--- src/rtl/multicycle_ctrl_fsm_if.sv ---
// Control bundle between the main controller and the RV32I multi-cycle datapath.
// master: controller side (samples op/mem_ready, drives selects, strobes and debug).
// slave : datapath side (drives op/mem_ready, consumes controls).
// Signals: op[6:0], mem_ready, MemReq, MemWrite, RegWrite, IRWrite, AdrSrc,
//          PCUpdate, Branch, ResultSrc[1:0], ALUSrcA[1:0], ALUSrcB[1:0],
//          ALUOp[1:0], ImmSrc[2:0], trap, trap_cause[1:0], state[3:0].
interface multicycle_ctrl_fsm_if;
  logic [6:0] op;
  logic       mem_ready;
  logic       MemReq;
  logic       MemWrite;
  logic       RegWrite;
  logic       IRWrite;
  logic       AdrSrc;
  logic       PCUpdate;
  logic       Branch;
  logic [1:0] ResultSrc;
  logic [1:0] ALUSrcA;
  logic [1:0] ALUSrcB;
  logic [1:0] ALUOp;
  logic [2:0] ImmSrc;
  logic       trap;
  logic [1:0] trap_cause;
  logic [3:0] state;

  modport master (
    input  op, mem_ready,
    output MemReq, MemWrite, RegWrite, IRWrite, AdrSrc, PCUpdate, Branch,
           ResultSrc, ALUSrcA, ALUSrcB, ALUOp, ImmSrc, trap, trap_cause, state
  );

  modport slave (
    output op, mem_ready,
    input  MemReq, MemWrite, RegWrite, IRWrite, AdrSrc, PCUpdate, Branch,
           ResultSrc, ALUSrcA, ALUSrcB, ALUOp, ImmSrc, trap, trap_cause, state
  );
endinterface

--- src/rtl/multicycle_ctrl_fsm.sv ---
// Main control FSM of the RV32I multi-cycle core: sequences fetch/decode/execute,
// waits on mem_ready in memory states, times out stalled accesses and parks in a
// sticky TRAP state on illegal opcodes or bus timeouts.
// Ports: clk, reset (synchronous, active-low), bus (controller modport of
//        multicycle_ctrl_fsm_if carrying op/mem_ready in and all controls out).
module multicycle_ctrl_fsm #(
  parameter int unsigned MEM_HANDSHAKE = 1,
  parameter int unsigned MEM_TIMEOUT   = 15,
  parameter int unsigned TRAP_ILLEGAL  = 1
) (
  input logic                   clk,
  input logic                   reset,
  multicycle_ctrl_fsm_if.master bus
);

  localparam int unsigned CNT_W      = (MEM_TIMEOUT == 0) ? 1 : $clog2(MEM_TIMEOUT + 1);
  localparam bit          TIMEOUT_EN = (MEM_TIMEOUT != 0) && (MEM_HANDSHAKE != 0);
  localparam bit          HS_EN      = (MEM_HANDSHAKE != 0);
  localparam bit          TRAP_EN    = (TRAP_ILLEGAL != 0);

  localparam logic [6:0] OP_LOAD   = 7'h03;
  localparam logic [6:0] OP_STORE  = 7'h23;
  localparam logic [6:0] OP_JALR   = 7'h67;
  localparam logic [6:0] OP_RTYPE  = 7'h33;
  localparam logic [6:0] OP_ITYPE  = 7'h13;
  localparam logic [6:0] OP_BRANCH = 7'h63;
  localparam logic [6:0] OP_JAL    = 7'h6F;
  localparam logic [6:0] OP_LUI    = 7'h37;
  localparam logic [6:0] OP_AUIPC  = 7'h17;

  typedef enum logic [3:0] {
    S_FETCH    = 4'd0,
    S_DECODE   = 4'd1,
    S_MEMADR   = 4'd2,
    S_MEMREAD  = 4'd3,
    S_MEMWB    = 4'd4,
    S_MEMWRITE = 4'd5,
    S_EXECR    = 4'd6,
    S_ALUWB    = 4'd7,
    S_EXECI    = 4'd8,
    S_JAL      = 4'd9,
    S_BRANCH   = 4'd10,
    S_JALR     = 4'd11,
    S_LUI      = 4'd12,
    S_AUIPC    = 4'd13,
    S_TRAP     = 4'd15
  } state_e;

  state_e           state_q, state_d;
  logic [CNT_W-1:0] cnt_q, cnt_d;
  logic [1:0]       cause_q, cause_d;

  logic ready;
  logic mem_state;
  logic timed_out;

  // State, wait counter and trap cause registers.
  always_ff @(posedge clk) begin
    if (!reset) begin
      state_q <= S_FETCH;
      cnt_q   <= '0;
      cause_q <= 2'b00;
    end else begin
      state_q <= state_d;
      cnt_q   <= cnt_d;
      cause_q <= cause_d;
    end
  end

  // Next state, counter update and per-state control decode.
  always_comb begin
    state_d        = state_q;
    cause_d        = cause_q;
    cnt_d          = '0;
    bus.MemReq     = 1'b0;
    bus.MemWrite   = 1'b0;
    bus.RegWrite   = 1'b0;
    bus.IRWrite    = 1'b0;
    bus.AdrSrc     = 1'b0;
    bus.PCUpdate   = 1'b0;
    bus.Branch     = 1'b0;
    bus.ResultSrc  = 2'b00;
    bus.ALUSrcA    = 2'b00;
    bus.ALUSrcB    = 2'b00;
    bus.ALUOp      = 2'b00;
    bus.ImmSrc     = 3'b000;
    bus.trap       = 1'b0;
    bus.trap_cause = cause_q;
    bus.state      = state_q;

    ready     = HS_EN ? bus.mem_ready : 1'b1;
    mem_state = (state_q == S_FETCH) || (state_q == S_MEMREAD) || (state_q == S_MEMWRITE);
    timed_out = TIMEOUT_EN && mem_state && !ready && (cnt_q == CNT_W'(MEM_TIMEOUT));

    case (state_q)
      S_FETCH: begin
        bus.MemReq    = 1'b1;
        bus.ALUSrcB   = 2'b10;
        bus.ResultSrc = 2'b10;
        bus.IRWrite   = ready;
        bus.PCUpdate  = ready;
        if (ready) state_d = S_DECODE;
      end
      S_DECODE: begin
        bus.ALUSrcA = 2'b01;
        bus.ALUSrcB = 2'b01;
        if (bus.op == OP_BRANCH)   bus.ImmSrc = 3'b010;
        else if (bus.op == OP_JAL) bus.ImmSrc = 3'b011;
        case (bus.op)
          OP_LOAD, OP_STORE, OP_JALR: state_d = S_MEMADR;
          OP_RTYPE:                   state_d = S_EXECR;
          OP_ITYPE:                   state_d = S_EXECI;
          OP_BRANCH:                  state_d = S_BRANCH;
          OP_JAL:                     state_d = S_JAL;
          OP_LUI:                     state_d = S_LUI;
          OP_AUIPC:                   state_d = S_AUIPC;
          default: begin
            if (TRAP_EN) begin
              state_d = S_TRAP;
              cause_d = 2'b01;
            end else begin
              state_d = S_FETCH;
            end
          end
        endcase
      end
      S_MEMADR: begin
        bus.ALUSrcA = 2'b10;
        bus.ALUSrcB = 2'b01;
        bus.ImmSrc  = (bus.op == OP_STORE) ? 3'b001 : 3'b000;
        // Only load/store/jalr reach here; anything else would just refetch.
        if (bus.op == OP_LOAD)       state_d = S_MEMREAD;
        else if (bus.op == OP_STORE) state_d = S_MEMWRITE;
        else if (bus.op == OP_JALR)  state_d = S_JALR;
        else                         state_d = S_FETCH;
      end
      S_MEMREAD: begin
        bus.MemReq = 1'b1;
        bus.AdrSrc = 1'b1;
        if (ready) state_d = S_MEMWB;
      end
      S_MEMWB: begin
        bus.ResultSrc = 2'b01;
        bus.RegWrite  = 1'b1;
        state_d       = S_FETCH;
      end
      S_MEMWRITE: begin
        bus.MemReq   = 1'b1;
        bus.AdrSrc   = 1'b1;
        bus.MemWrite = 1'b1;
        if (ready) state_d = S_FETCH;
      end
      S_EXECR: begin
        bus.ALUSrcA = 2'b10;
        bus.ALUOp   = 2'b10;
        state_d     = S_ALUWB;
      end
      S_ALUWB: begin
        bus.RegWrite = 1'b1;
        state_d      = S_FETCH;
      end
      S_EXECI: begin
        bus.ALUSrcA = 2'b10;
        bus.ALUSrcB = 2'b01;
        bus.ALUOp   = 2'b10;
        state_d     = S_ALUWB;
      end
      S_JAL: begin
        bus.PCUpdate = 1'b1;
        bus.ALUSrcA  = 2'b01;
        bus.ALUSrcB  = 2'b10;
        bus.ImmSrc   = 3'b011;
        state_d      = S_ALUWB;
      end
      S_BRANCH: begin
        bus.Branch  = 1'b1;
        bus.ALUSrcA = 2'b10;
        bus.ALUOp   = 2'b01;
        bus.ImmSrc  = 3'b010;
        state_d     = S_FETCH;
      end
      S_JALR: begin
        bus.PCUpdate = 1'b1;
        bus.ALUSrcA  = 2'b01;
        bus.ALUSrcB  = 2'b10;
        state_d      = S_ALUWB;
      end
      S_LUI: begin
        bus.ALUSrcA = 2'b11;
        bus.ALUSrcB = 2'b01;
        bus.ImmSrc  = 3'b100;
        state_d     = S_ALUWB;
      end
      S_AUIPC: begin
        bus.ALUSrcA = 2'b01;
        bus.ALUSrcB = 2'b01;
        bus.ImmSrc  = 3'b100;
        state_d     = S_ALUWB;
      end
      S_TRAP: begin
        bus.trap = 1'b1;
      end
      default: begin
        // Unused code 14: outputs idle, recover to FETCH.
        state_d = S_FETCH;
      end
    endcase

    // A stalled access that exhausts its budget traps; a same-cycle ready wins.
    if (timed_out) begin
      state_d = S_TRAP;
      cause_d = 2'b10;
    end

    // Count only while holding in a memory state; any state change restarts at 0.
    if (TIMEOUT_EN && mem_state && !ready && (state_d == state_q)) begin
      cnt_d = cnt_q + CNT_W'(1);
    end
  end

endmodule

--- src/flat_wrapper.sv ---
// flat-port wrapper written by rule: the top's interface ports become plain ports
module multicycle_ctrl_fsm_flat 
#(
  parameter int unsigned MEM_HANDSHAKE = 1,
  parameter int unsigned MEM_TIMEOUT   = 15,
  parameter int unsigned TRAP_ILLEGAL  = 1
)
  (clk, reset, bus_op, bus_mem_ready, bus_MemReq, bus_MemWrite, bus_RegWrite, bus_IRWrite, bus_AdrSrc, bus_PCUpdate, bus_Branch, bus_ResultSrc, bus_ALUSrcA, bus_ALUSrcB, bus_ALUOp, bus_ImmSrc, bus_trap, bus_trap_cause, bus_state);
  multicycle_ctrl_fsm_if bus_i ();
  input logic clk;
  input logic reset;
  input wire logic [$bits(bus_i.op)-1:0] bus_op;
  input wire logic [$bits(bus_i.mem_ready)-1:0] bus_mem_ready;
  output wire logic [$bits(bus_i.MemReq)-1:0] bus_MemReq;
  output wire logic [$bits(bus_i.MemWrite)-1:0] bus_MemWrite;
  output wire logic [$bits(bus_i.RegWrite)-1:0] bus_RegWrite;
  output wire logic [$bits(bus_i.IRWrite)-1:0] bus_IRWrite;
  output wire logic [$bits(bus_i.AdrSrc)-1:0] bus_AdrSrc;
  output wire logic [$bits(bus_i.PCUpdate)-1:0] bus_PCUpdate;
  output wire logic [$bits(bus_i.Branch)-1:0] bus_Branch;
  output wire logic [$bits(bus_i.ResultSrc)-1:0] bus_ResultSrc;
  output wire logic [$bits(bus_i.ALUSrcA)-1:0] bus_ALUSrcA;
  output wire logic [$bits(bus_i.ALUSrcB)-1:0] bus_ALUSrcB;
  output wire logic [$bits(bus_i.ALUOp)-1:0] bus_ALUOp;
  output wire logic [$bits(bus_i.ImmSrc)-1:0] bus_ImmSrc;
  output wire logic [$bits(bus_i.trap)-1:0] bus_trap;
  output wire logic [$bits(bus_i.trap_cause)-1:0] bus_trap_cause;
  output wire logic [$bits(bus_i.state)-1:0] bus_state;
  assign bus_i.op = bus_op;
  assign bus_i.mem_ready = bus_mem_ready;
  assign bus_MemReq = bus_i.MemReq;
  assign bus_MemWrite = bus_i.MemWrite;
  assign bus_RegWrite = bus_i.RegWrite;
  assign bus_IRWrite = bus_i.IRWrite;
  assign bus_AdrSrc = bus_i.AdrSrc;
  assign bus_PCUpdate = bus_i.PCUpdate;
  assign bus_Branch = bus_i.Branch;
  assign bus_ResultSrc = bus_i.ResultSrc;
  assign bus_ALUSrcA = bus_i.ALUSrcA;
  assign bus_ALUSrcB = bus_i.ALUSrcB;
  assign bus_ALUOp = bus_i.ALUOp;
  assign bus_ImmSrc = bus_i.ImmSrc;
  assign bus_trap = bus_i.trap;
  assign bus_trap_cause = bus_i.trap_cause;
  assign bus_state = bus_i.state;
  multicycle_ctrl_fsm #(.MEM_HANDSHAKE(MEM_HANDSHAKE), .MEM_TIMEOUT(MEM_TIMEOUT), .TRAP_ILLEGAL(TRAP_ILLEGAL)) u_core (.clk(clk), .reset(reset), .bus(bus_i));
endmodule
--- config.mk ---
export PLATFORM = sky130hd
export DESIGN_NAME = multicycle_ctrl_fsm_flat
export DESIGN_NICKNAME = d
export VERILOG_FILES = /design/src/rtl/multicycle_ctrl_fsm_if.sv /design/src/rtl/multicycle_ctrl_fsm.sv /design/src/flat_wrapper.sv
export SDC_FILE = /design/constraint.sdc
export NUM_CORES = 1
export LEC_CHECK = 0
export ABC_CLOCK_PERIOD_IN_PS = 4100
export BUFFER_PORTS_ARGS = -buffer_cell sky130_fd_sc_hd__buf_4
export CAP_MARGIN = 10
export CORE_MARGIN = 2
export CORE_UTILIZATION = 52
export CTS_CLUSTER_SIZE = 10
export DETAILED_ROUTE_END_ITERATION = 10
export PLACE_DENSITY_LB_ADDON = 0.1
export SLEW_MARGIN = 10
export SYNTH_ARGS = -nofsm -noshare
export SYNTH_HDL_FRONTEND = slang
export SYNTH_SLANG_ARGS = --single-unit
--- constraint.sdc ---
create_clock -name clk -period 4.1 [get_ports clk]
set_input_delay 0.41 -clock clk [delete_from_list [all_inputs] [get_ports clk]]
set_output_delay 0.41 -clock clk [all_outputs]
set_load 0.005 [all_outputs]
After elaboration in Yosys (flattened, before gate mapping)
Index checks and enable logic that the tools add are counted.
{"block": "classes", "add_sub_neg": 1, "n_reduce_logical": 25, "eq_ne": 26, "mux": 28, "bitwise": 2}
{"op": "$pmux 4 s7", "count": 2}
{"op": "$eq 4x4->1 const B", "count": 8}
{"op": "$mux 4", "count": 7}
{"op": "$eq 7x6->1 const B", "count": 3}
{"op": "$eq 7x7->1 const B", "count": 3}
{"op": "$eq 4x3->1 const B", "count": 4}
{"op": "$pmux 3 s5", "count": 1}
{"op": "$eq 7x5->1 const B", "count": 2}
{"op": "$pmux 2 s2", "count": 3}
{"op": "$reduce_or 2->1", "count": 6}
{"op": "$reduce_or 3->1", "count": 3}
{"op": "$reduce_or 9->1", "count": 1}
{"op": "$eq 4x2->1 const B", "count": 2}
{"op": "$mux 1", "count": 8}
{"op": "$mux 2", "count": 4}
{"op": "$reduce_or 4->1", "count": 2}
{"op": "$eq 7x2->1 const B", "count": 1}
{"op": "$pmux 2 s3", "count": 1}
{"op": "$reduce_and 2->1", "count": 3}
{"op": "$reduce_or 6->1", "count": 1}
{"op": "$reduce_or 5->1", "count": 1}
{"op": "$add 4x1->4 const B", "count": 1}
{"op": "$eq 4x1->1 const B", "count": 1}
{"op": "$eq 4x4->1", "count": 1}
{"op": "9 further kinds", "count": 13}
{"block": "totals", "reg_bits": 10, "word_cells": 86, "output_inout_bits": 25}

Longest topological paths before layout
Gate-level depths: netlist of the first run.
{"block": "depth", "depth_word": 9, "mapped_depth": 5}

Worst setup path before layout of the first run
Ideal clock, no wire load.
{"block": "synth_path", "path_kind": "reg-to-output", "start": "register u_core.state_q[1] (netlist: u_core.bus.state[1])", "end": "output port bus_PCUpdate", "path_stages_with_launch": 5, "arrival_time_ps": 1335, "path_buffers": 1, "path_slack_ps": 2355, "required_ps": 3690, "path_cell_list": "dfxtp_1 -> clkbuf_1 -> nor4_1 -> and2_1 -> a31o_2"}
{"block": "synth_via", "elab_chain_len": 3, "elab_cells_between_ends": 5, "classes_between": "2 x eq/ne; 1 x mux; 2 x reduce/logical"}
{"element": "start, declared", "line": "multicycle_ctrl_fsm.sv:49", "rtl": "state_e state_q, state_d;"}
{"element": "start signal, assigned", "line": "multicycle_ctrl_fsm.sv:64", "rtl": "state_q <= state_d;"}
{"element": "$eq 4x4->1", "line": "multicycle_ctrl_fsm.sv:95", "rtl": "case (state_q)"}
{"element": "$reduce_or 2->1 (no line)"}
{"element": "$pmux 1 s2 (*)", "line": "multicycle_ctrl_fsm.sv:95"}
{"element": "end, declared", "line": "flat_wrapper.sv:19", "rtl": "output wire logic [$bits(bus_i.PCUpdate)-1:0] bus_PCUpdate;"}
Every way passes the cells marked *; elsewhere a longest branch is shown, timed or not.

Final worst setup path of the first run
{"block": "layout_path", "start": "register u_core.state_q[1] (netlist: u_core.bus.state[1])", "end": "output port bus_MemReq"}
{"block": "layout_via", "elab_chain_len": 3, "elab_cells_between_ends": 5, "classes_between": "2 x eq/ne; 1 x mux; 2 x reduce/logical"}
{"element": "$eq 4x3->1 (tied with other cells)", "line": "multicycle_ctrl_fsm.sv:95"}
{"element": "$reduce_or 3->1 (no line) (*)"}
{"element": "$mux 1 (*)", "line": "multicycle_ctrl_fsm.sv:95"}
{"element": "end, declared", "line": "flat_wrapper.sv:14", "rtl": "output wire logic [$bits(bus_i.MemReq)-1:0] bus_MemReq;"}
Marked as above.

==> implementation parameters, run 1 <==
Parameter                              Value

Routing
  Iteration-0 DRC count of the detailed router    22
  Residual antenna-violating net count after detailed routing    0
  DRC    0
  Total routed wirelength    2.36 mm
  Overall via count from detail_route    1058
  Number of optimization iterations in the first detailed-route pass    4
  Per-cell routed wire length    12.7 um
  Number of vias per cell    5.72

Synthesis
  Most common cell in the synthesized netlist    nor2_1
  Net count after synthesis    145
  Synth area leaders    dfxtp_1, nor2_1, a21oi_1, clkbuf_1, inv_1
  Count of different cell masters after synthesis    53
  Top cells by count, synth    nor2_1, clkbuf_1, dfxtp_1, a21oi_1, inv_1
  Total standard cell area after synthesis    962 um2
  Proportion of synthesized chip area in sequential cells    0.208
  Mapped Cells    134
  Flip-flop and latch count after synthesis    10
  Number of warnings issued by yosys    0
  Library cell occupying the most area in the post-synthesis netlist    dfxtp_1
  Primary flip-flop cell chosen by synthesis mapping    dfxtp_1
  Fraction of synthesized cell area taken by the top area cell type    0.208
  Post-synthesis async set-or-reset flop share    0
  Number of enable flip-flop cells after synthesis    0
  Synth Area per Inst    7.18 um2

Clock tree
  Maximum number of buffers from clock root to sink    2
  Htree depth    1
  Buffers inserted by post-CTS timing repair    0
  Clk Latency, worst-skew pair    0.27 ns
  Clock tree from TritonCTS    built
  Num CTS Buffers    3
  Number of sinks handled by clock tree synthesis    10
  Cts-stage hold buffer count    0
  Root cell of the clock tree    clkbuf_4
  Clock transition at path regs    0.06 ns
  CTS resizes    0

Timing
  Slew at the pin with the worst max-slew slack    0.696 ns
  Number of hold-slack violations in the final timing report    0
  Pins over their slew limit    0
  Crit share post-route    0.551
  Setup clock skew after layout    0.0102 ns
  Highest clock rate    0.442 GHz
  Relative slew slack    0.535
  Setup tns final    0 ns
  Count of endpoints failing setup in the final report    0
  Final period demand of the worst path    2.26 ns
  PnR worst setup slack    1.84 ns
  Setup repair after global routing missed its margin    no

Floorplan
  Full die area    0.00221 mm2
  I/O pin count    35
  Starting Density    0.557
  Die Y-Extent    47.0 um
  Horizontal extent of the die    47.0 um
  Placeable Area    0.00173 mm2
  Row Count    15

Pwr
  Share of power burned in combinational logic    0.596
  Leakage    0.548 nW
  Cell internal power dissipation    0.000410 W
  Clock power frac    0.123
  Switching Share    0.425
  Net switching power figure    0.000303 W
  Sequential fraction of design power    0.280
  Highest ir drop seen on vdd    0.451 mV
  Power density over the cells    578 mW/mm2

Cells and area
  Antenna diode count    0
  Layout area overhead    28.3%
  Total number of nets in the final design    172
  Proportion of layout cells with a drive suffix above 1    0.281
  Area of all placed cells without fillers    0.00123 mm2
  Fill cell total of the finished layout    165

Placement
  Placed wire-length estimate    1.77 mm
  Port buffer count    34
  Worst Setup Slack post-DPL    2.09 ns
  Final weighted congestion of routability-driven global placement    0.860
  Instance area at placement    0.00120 mm2

GRT
  Antenna violations before repair    0
  Largest net degree at the start of global routing    25
  Remaining Overflow, GRT    0
  Via count of the first global-routing pass    848
  All-layer global routing usage    0.245
  First-pass GRT wire length    3.94 mm

Critical path
  Worst stage delay on the critical path    0.77 ns
  Cell breakdown of the critical path    xor2_1 -> and3_1 -> or2_2 -> buf_4
  Critical path peak fanout    23
  Critical path start-end classification    register to output port
  Master of the slowest instance on the critical path    dfxtp_1
  Crit path DAT    1.85 ns
  Critical path startpoint category    register
  Category of the worst setup path capture point    output port
  Top cell family by delay on the critical path    flip-flops
  CP Data Required Time    3.69 ns
  Worst path buffer plus inverter count    1

Job
  Max-cap viol count    0

Run status
  Result of the run    complete, no violations

Worst hold path
  Classification of the worst-slack hold path    input port to register
-- kinds of logic (layout without fill, tap and decap cells) --
family / Yosys count / after routing / share of synthesized area
flip-flops: 10 / 10 / 0.208
AND/OR/NAND/NOR: 59 / 59 / 0.346
adder cells (fa/ha/maj): 1 / 1 / 0.0130
XOR/XNOR: 5 / 5 / 0.0455
AO/OA/AOI/OAI: 38 / 38 / 0.286
multiplexers: 2 / 2 / 0.0221
buffers and inverters: 19 / 45 / 0.0793
-- power groups by stage --
stage / logic, W / registers (W) / clock network (W)
after floorplan: 0.000293 / 0.000146 / 0
after global placement: 0.000421 / 0.000197 / 0
after detailed placement: 0.000425 / 0.000200 / 0
after CTS: 0.000429 / 0.000198 / 0.0000904
after global routing: 0.000483 / 0.000209 / 0.0000938
final: 0.000425 / 0.000200 / 0.0000881
-- state kept, by name (all words and copies together), names as in the netlist --
name,count
u_core.bus.state,4
u_core.bus.trap_cause,2
u_core.cnt_q,4
-- metrics by stage --
step | hold WS, ns | util | std cells | total power, W
2_1_floorplan | 0.418 | - | 134 | 0.000438
3_3_place_gp | 0.431 | 0.694 | 181 | 0.000618
3_5_place_dp | 0.440 | 0.694 | 181 | 0.000626
4_1_cts | 0.426 | 0.715 | 185 | 0.000717
5_1_grt | 0.420 | 0.715 | 185 | 0.000787
6_report | 0.425 | 0.715 | 185 | 0.000713
-- worst paths after layout --
| kind | startpoint | endpoint | slack (ns) | depth (start not counted) |
|---|---|---|---|---|
| setup / recovery | u_core.bus.state[1] | bus_MemReq | 1.84 | 4 |
| hold / removal | reset | u_core.bus.state[3] | 0.43 | 2 |
| setup reg to reg | u_core.bus.state[1] | u_core.bus.trap_cause[1] | 2.06 | 4 |
| hold reg to reg | u_core.cnt_q[0] | u_core.cnt_q[0] | 0.45 | 1 |
-- area by class of cell --
type / count / area, um2 / share of cell area
multi-input cells: 105 / 686 / 0.555
well taps: 25 / 31.3 / 0.0253
clock buffers: 4 / 36.3 / 0.0294
flip-flops and latches: 10 / 200 / 0.162
repair buffers: 34 / 255 / 0.207
inverters: 7 / 26.3 / 0.0213
-- metal layers --
metal,up-vias,GRT usage,share of wire
met4,0,0.0333,0.0072
li1,544,-,-
met1,482,0.361,0.48
met3,4,0.0346,0.046
met2,28,0.392,0.47
met5,-,0,0
-- cell usage in the layout (no fill, tap or decap), drive strengths merged, types with 2 or more instances in the layout --
master	synthesis	layout
buf	2	34
nor2	15	15
dfxtp	10	10
a21oi	9	9
inv	7	7
nand2	6	6
nand3	5	5
nor3	5	5
clkbuf	10	4
nor4	3	3
xor2	3	3
and3	3	3
and3b	3	3
a31oi	3	3
o31ai	3	3
a211oi	3	3
nand2b	2	2
o22ai	2	2
xnor2	2	2
and2	2	2
a31o	2	2
or3	2	2
nor2b	2	2
o21ai	2	2
o21bai	2	2
Note: power is estimated with default switching activity, not from simulation.
==> inputs of run 2 (changes only) <==
- ABC_AREA: unset -> 1
- ABC_CLOCK_PERIOD_IN_PS: 4100 -> 2110
- CORE_UTILIZATION: 52 -> 48
- clock period: 4.1 -> 2.11 ns (I/O delays scaled with it)
==> implementation parameters, run 2 <==
Parameter                              Value

Timing
  Count of endpoints failing setup in the final report    0 (unchanged)
  Slew at the pin with the worst max-slew slack    0.314 ns (-0.382 ns)
  Number of hold-slack violations in the final timing report    0 (unchanged)
  Pins over their slew limit    0 (unchanged)
  Setup repair after global routing missed its margin    no
  Final period demand of the worst path    1.74 ns
  Setup clock skew after layout    0.00395 ns (-0.00621 ns)
  Highest clock rate    0.576 GHz
  Relative slew slack    0.790 (+0.255)
  Crit share post-route    0.823
  Setup tns final    0 ns (unchanged)

Routing
  Number of vias per cell    4.75 (-17%)
  Number of optimization iterations in the first detailed-route pass    4 (unchanged)
  Iteration-0 DRC count of the detailed router    28 (+27%)
  DRC    0 (unchanged)
  Overall via count from detail_route    1054 (-0.38%)
  Residual antenna-violating net count after detailed routing    0 (unchanged)
  Total routed wirelength    2.10 mm (-11%)
  Per-cell routed wire length    9.44 um (-26%)

Clock tree
  Cts-stage hold buffer count    0 (unchanged)
  Num CTS Buffers    3 (unchanged)
  CTS resizes    0 (unchanged)
  Maximum number of buffers from clock root to sink    2 (unchanged)
  Number of sinks handled by clock tree synthesis    10 (unchanged)
  Buffers inserted by post-CTS timing repair    0 (unchanged)
  Clk Latency, worst-skew pair    0.27 ns (about the same)
  Clock tree from TritonCTS    built
  Clock transition at path regs    0.06 ns (about the same)
  Htree depth    1 (unchanged)
  Root cell of the clock tree    clkbuf_4

Cells and area
  Total number of nets in the final design    209 (+22%)
  Fill cell total of the finished layout    171 (+3.6%)
  Layout area overhead    34.6%
  Proportion of layout cells with a drive suffix above 1    0.305 (+0.0233)
  Most frequent standard cell in the layout excluding fill and tap cells    nand2_1
  Leading cell types in the layout, fill and taps excluded    nand2_1, buf_4, nor2_1, inv_1
  Finished Core Util    0.695 (-0.0202)
  Antenna diode count    0 (unchanged)

GRT
  Antenna violations before repair    0 (unchanged)
  First-pass GRT wire length    3.42 mm (-13%)
  Via count of the first global-routing pass    858 (+1.2%)
  Remaining Overflow, GRT    0 (unchanged)
  All-layer global routing usage    0.211 (-0.0345)
  Largest net degree at the start of global routing    9 (-64%)

Critical path
  Register-to-Register Setup Slack    0.67 ns (-1.39 ns)
  Critical path peak fanout    7 (-70%)
  R2R depth    11 (+7)
  Critical path start-end classification    register to output port
  Crit path DAT    1.53 ns (-0.32 ns)
  Worst flop-to-flop path endpoint    u_core.bus.state[0]
  CP Data Required Time    1.90 ns (-1.79 ns)
  Category of the worst setup path capture point    output port
  Beginning of the worst register-to-register path    u_core.bus.state[0]
  Critical path startpoint category    register

Synthesis
  Top cells by count, synth    nand2_1, nor2_1, inv_1, dfxtp_1, nand3_1
  Synth Area per Inst    5.69 um2 (-21%)
  Flip-flop and latch count after synthesis    10 (unchanged)
  Most common cell in the synthesized netlist    nand2_1
  Count of different cell masters after synthesis    27 (-49%)
  Net count after synthesis    171 (+18%)
  Primary flip-flop cell chosen by synthesis mapping    dfxtp_1
  Fraction of synthesized cell area taken by the top area cell type    0.220 (+0.0117)
  Post-synthesis async set-or-reset flop share    0 (unchanged)
  Proportion of synthesized chip area in sequential cells    0.220 (+0.0117)
  Synth area leaders    dfxtp_1, nand2_1, nor2_1, inv_1, nand3_1
  Total standard cell area after synthesis    911 um2 (-5.3%)
  Number of enable flip-flop cells after synthesis    0 (unchanged)
  Number of warnings issued by yosys    0 (unchanged)
  Library cell occupying the most area in the post-synthesis netlist    dfxtp_1
  Mapped Cells    160 (+19%)

Placement
  Port buffer count    34 (unchanged)
  Placed wire-length estimate    1.78 mm (+0.14%)
  Final weighted congestion of routability-driven global placement    0.858 (-0.14%)

Pwr
  Leakage    0.703 nW (+28%)
  Power density over the cells    1130 mW/mm2 (+96%)
  Highest ir drop seen on vdd    0.692 mV (+54%)

Floorplan
  Die Y-Extent    47.6 um (+1.2%)
  Placeable Area    0.00176 mm2 (+2.2%)
  Row Count    15 (unchanged)
  Starting Density    0.516 (-0.0409)
  Horizontal extent of the die    47.6 um (+1.2%)
  Full die area    0.00226 mm2 (+2.3%)
  I/O pin count    35 (unchanged)

Worst hold path
  Worst hold path endpoint    u_core.bus.state[2]
  Depth of the worst hold-timing path    3 (+1)
  Classification of the worst-slack hold path    input port to register
  Hold path startpoint    reset

Run status
  Result of the run    complete, no violations

Job
  Max-cap viol count    0 (unchanged)
-- run 2: area by class of cell --
type / instances / area, um2 / area share
Tap cell: 25 / 31.3 / 0.0255
Timing Repair Buffer: 34 / 255 / 0.208
Sequential cell: 10 / 200 / 0.163
Inverter: 31 / 116 / 0.0949
Multi-Input combinational cell: 118 / 587 / 0.479
Clock buffer: 4 / 36.3 / 0.0296
-- run 2: where the power goes --
| group | leakage (nW) | internal (W) | switching [W] |
|---|---|---|---|
| Combinational | 0.600 | 0.000420 | 0.000491 |
| Sequential | 0.0816 | 0.000234 | 0.0000716 |
| Clock | 0.0210 | 0.000105 | 0.0000646 |
| Total | 0.703 | 0.000759 | 0.000627 |
-- run 2: routing by layer --
metal / wire length (um) / global-route usage / share of wire / vias to the layer above
met5: 0 / 0 / 0 / -
met4: 8 / 0.0486 / 0.0038 / 0
met3: 150 / 0.0566 / 0.072 / 2
met2: 985 / 0.365 / 0.47 / 34
met1: 951 / 0.261 / 0.45 / 449
li1: - / - / - / 569
-- run 2: per-stage QoR --
stage               total power (W)  setup slack, ns  cell area [um2]  hold slack [ns]  std cells
floorplan                  0.000833            0.824              911            0.309        160
global placement            0.00121            0.669             1190            0.431        218
detailed placement          0.00123            0.655             1190            0.439        218
CTS                         0.00140            0.355             1230            0.166        222
global route                0.00154            0.253             1230            0.172        222
finish                      0.00139            0.374             1230            0.175        222
-- run 2: worst max-delay path, stage by stage, from the launching register on --
cell and delay, ns:
dfxtp_1 0.38, inv_1 0.13, nand2_1 0.12, nor2_2 0.14
inv_2 0.06, nor2_1 0.16, inv_2 0.06, o221ai_1 0.06
buf_4 0.14
-- run 2: how the worst max path moves through the flow --
stage                                    from  slack (ns)         endpoint
after global routing      u_core.bus.state[0]        0.25    bus_ImmSrc[0]
final                     u_core.bus.state[0]        0.37    bus_ImmSrc[0]
after floorplan           u_core.bus.state[3]        0.82  u_core.cnt_q[2]
after global placement    u_core.bus.state[0]        0.67    bus_ImmSrc[0]
after CTS                 u_core.bus.state[0]        0.36    bus_ImmSrc[0]
after detailed placement  u_core.bus.state[0]        0.66    bus_ImmSrc[0]
-- run 2: logic make-up (layout without fill, tap and decap cells) --
family          count (synthesis)  in the layout  share of synthesized area
simple gates                  102            102                      0.518
buf+inv                        32             69                      0.136
compound gates                 13             13                     0.0934
flops                          10             10                      0.220
xor+xnor                        2              2                     0.0192
fa+ha+maj                       1              1                     0.0137
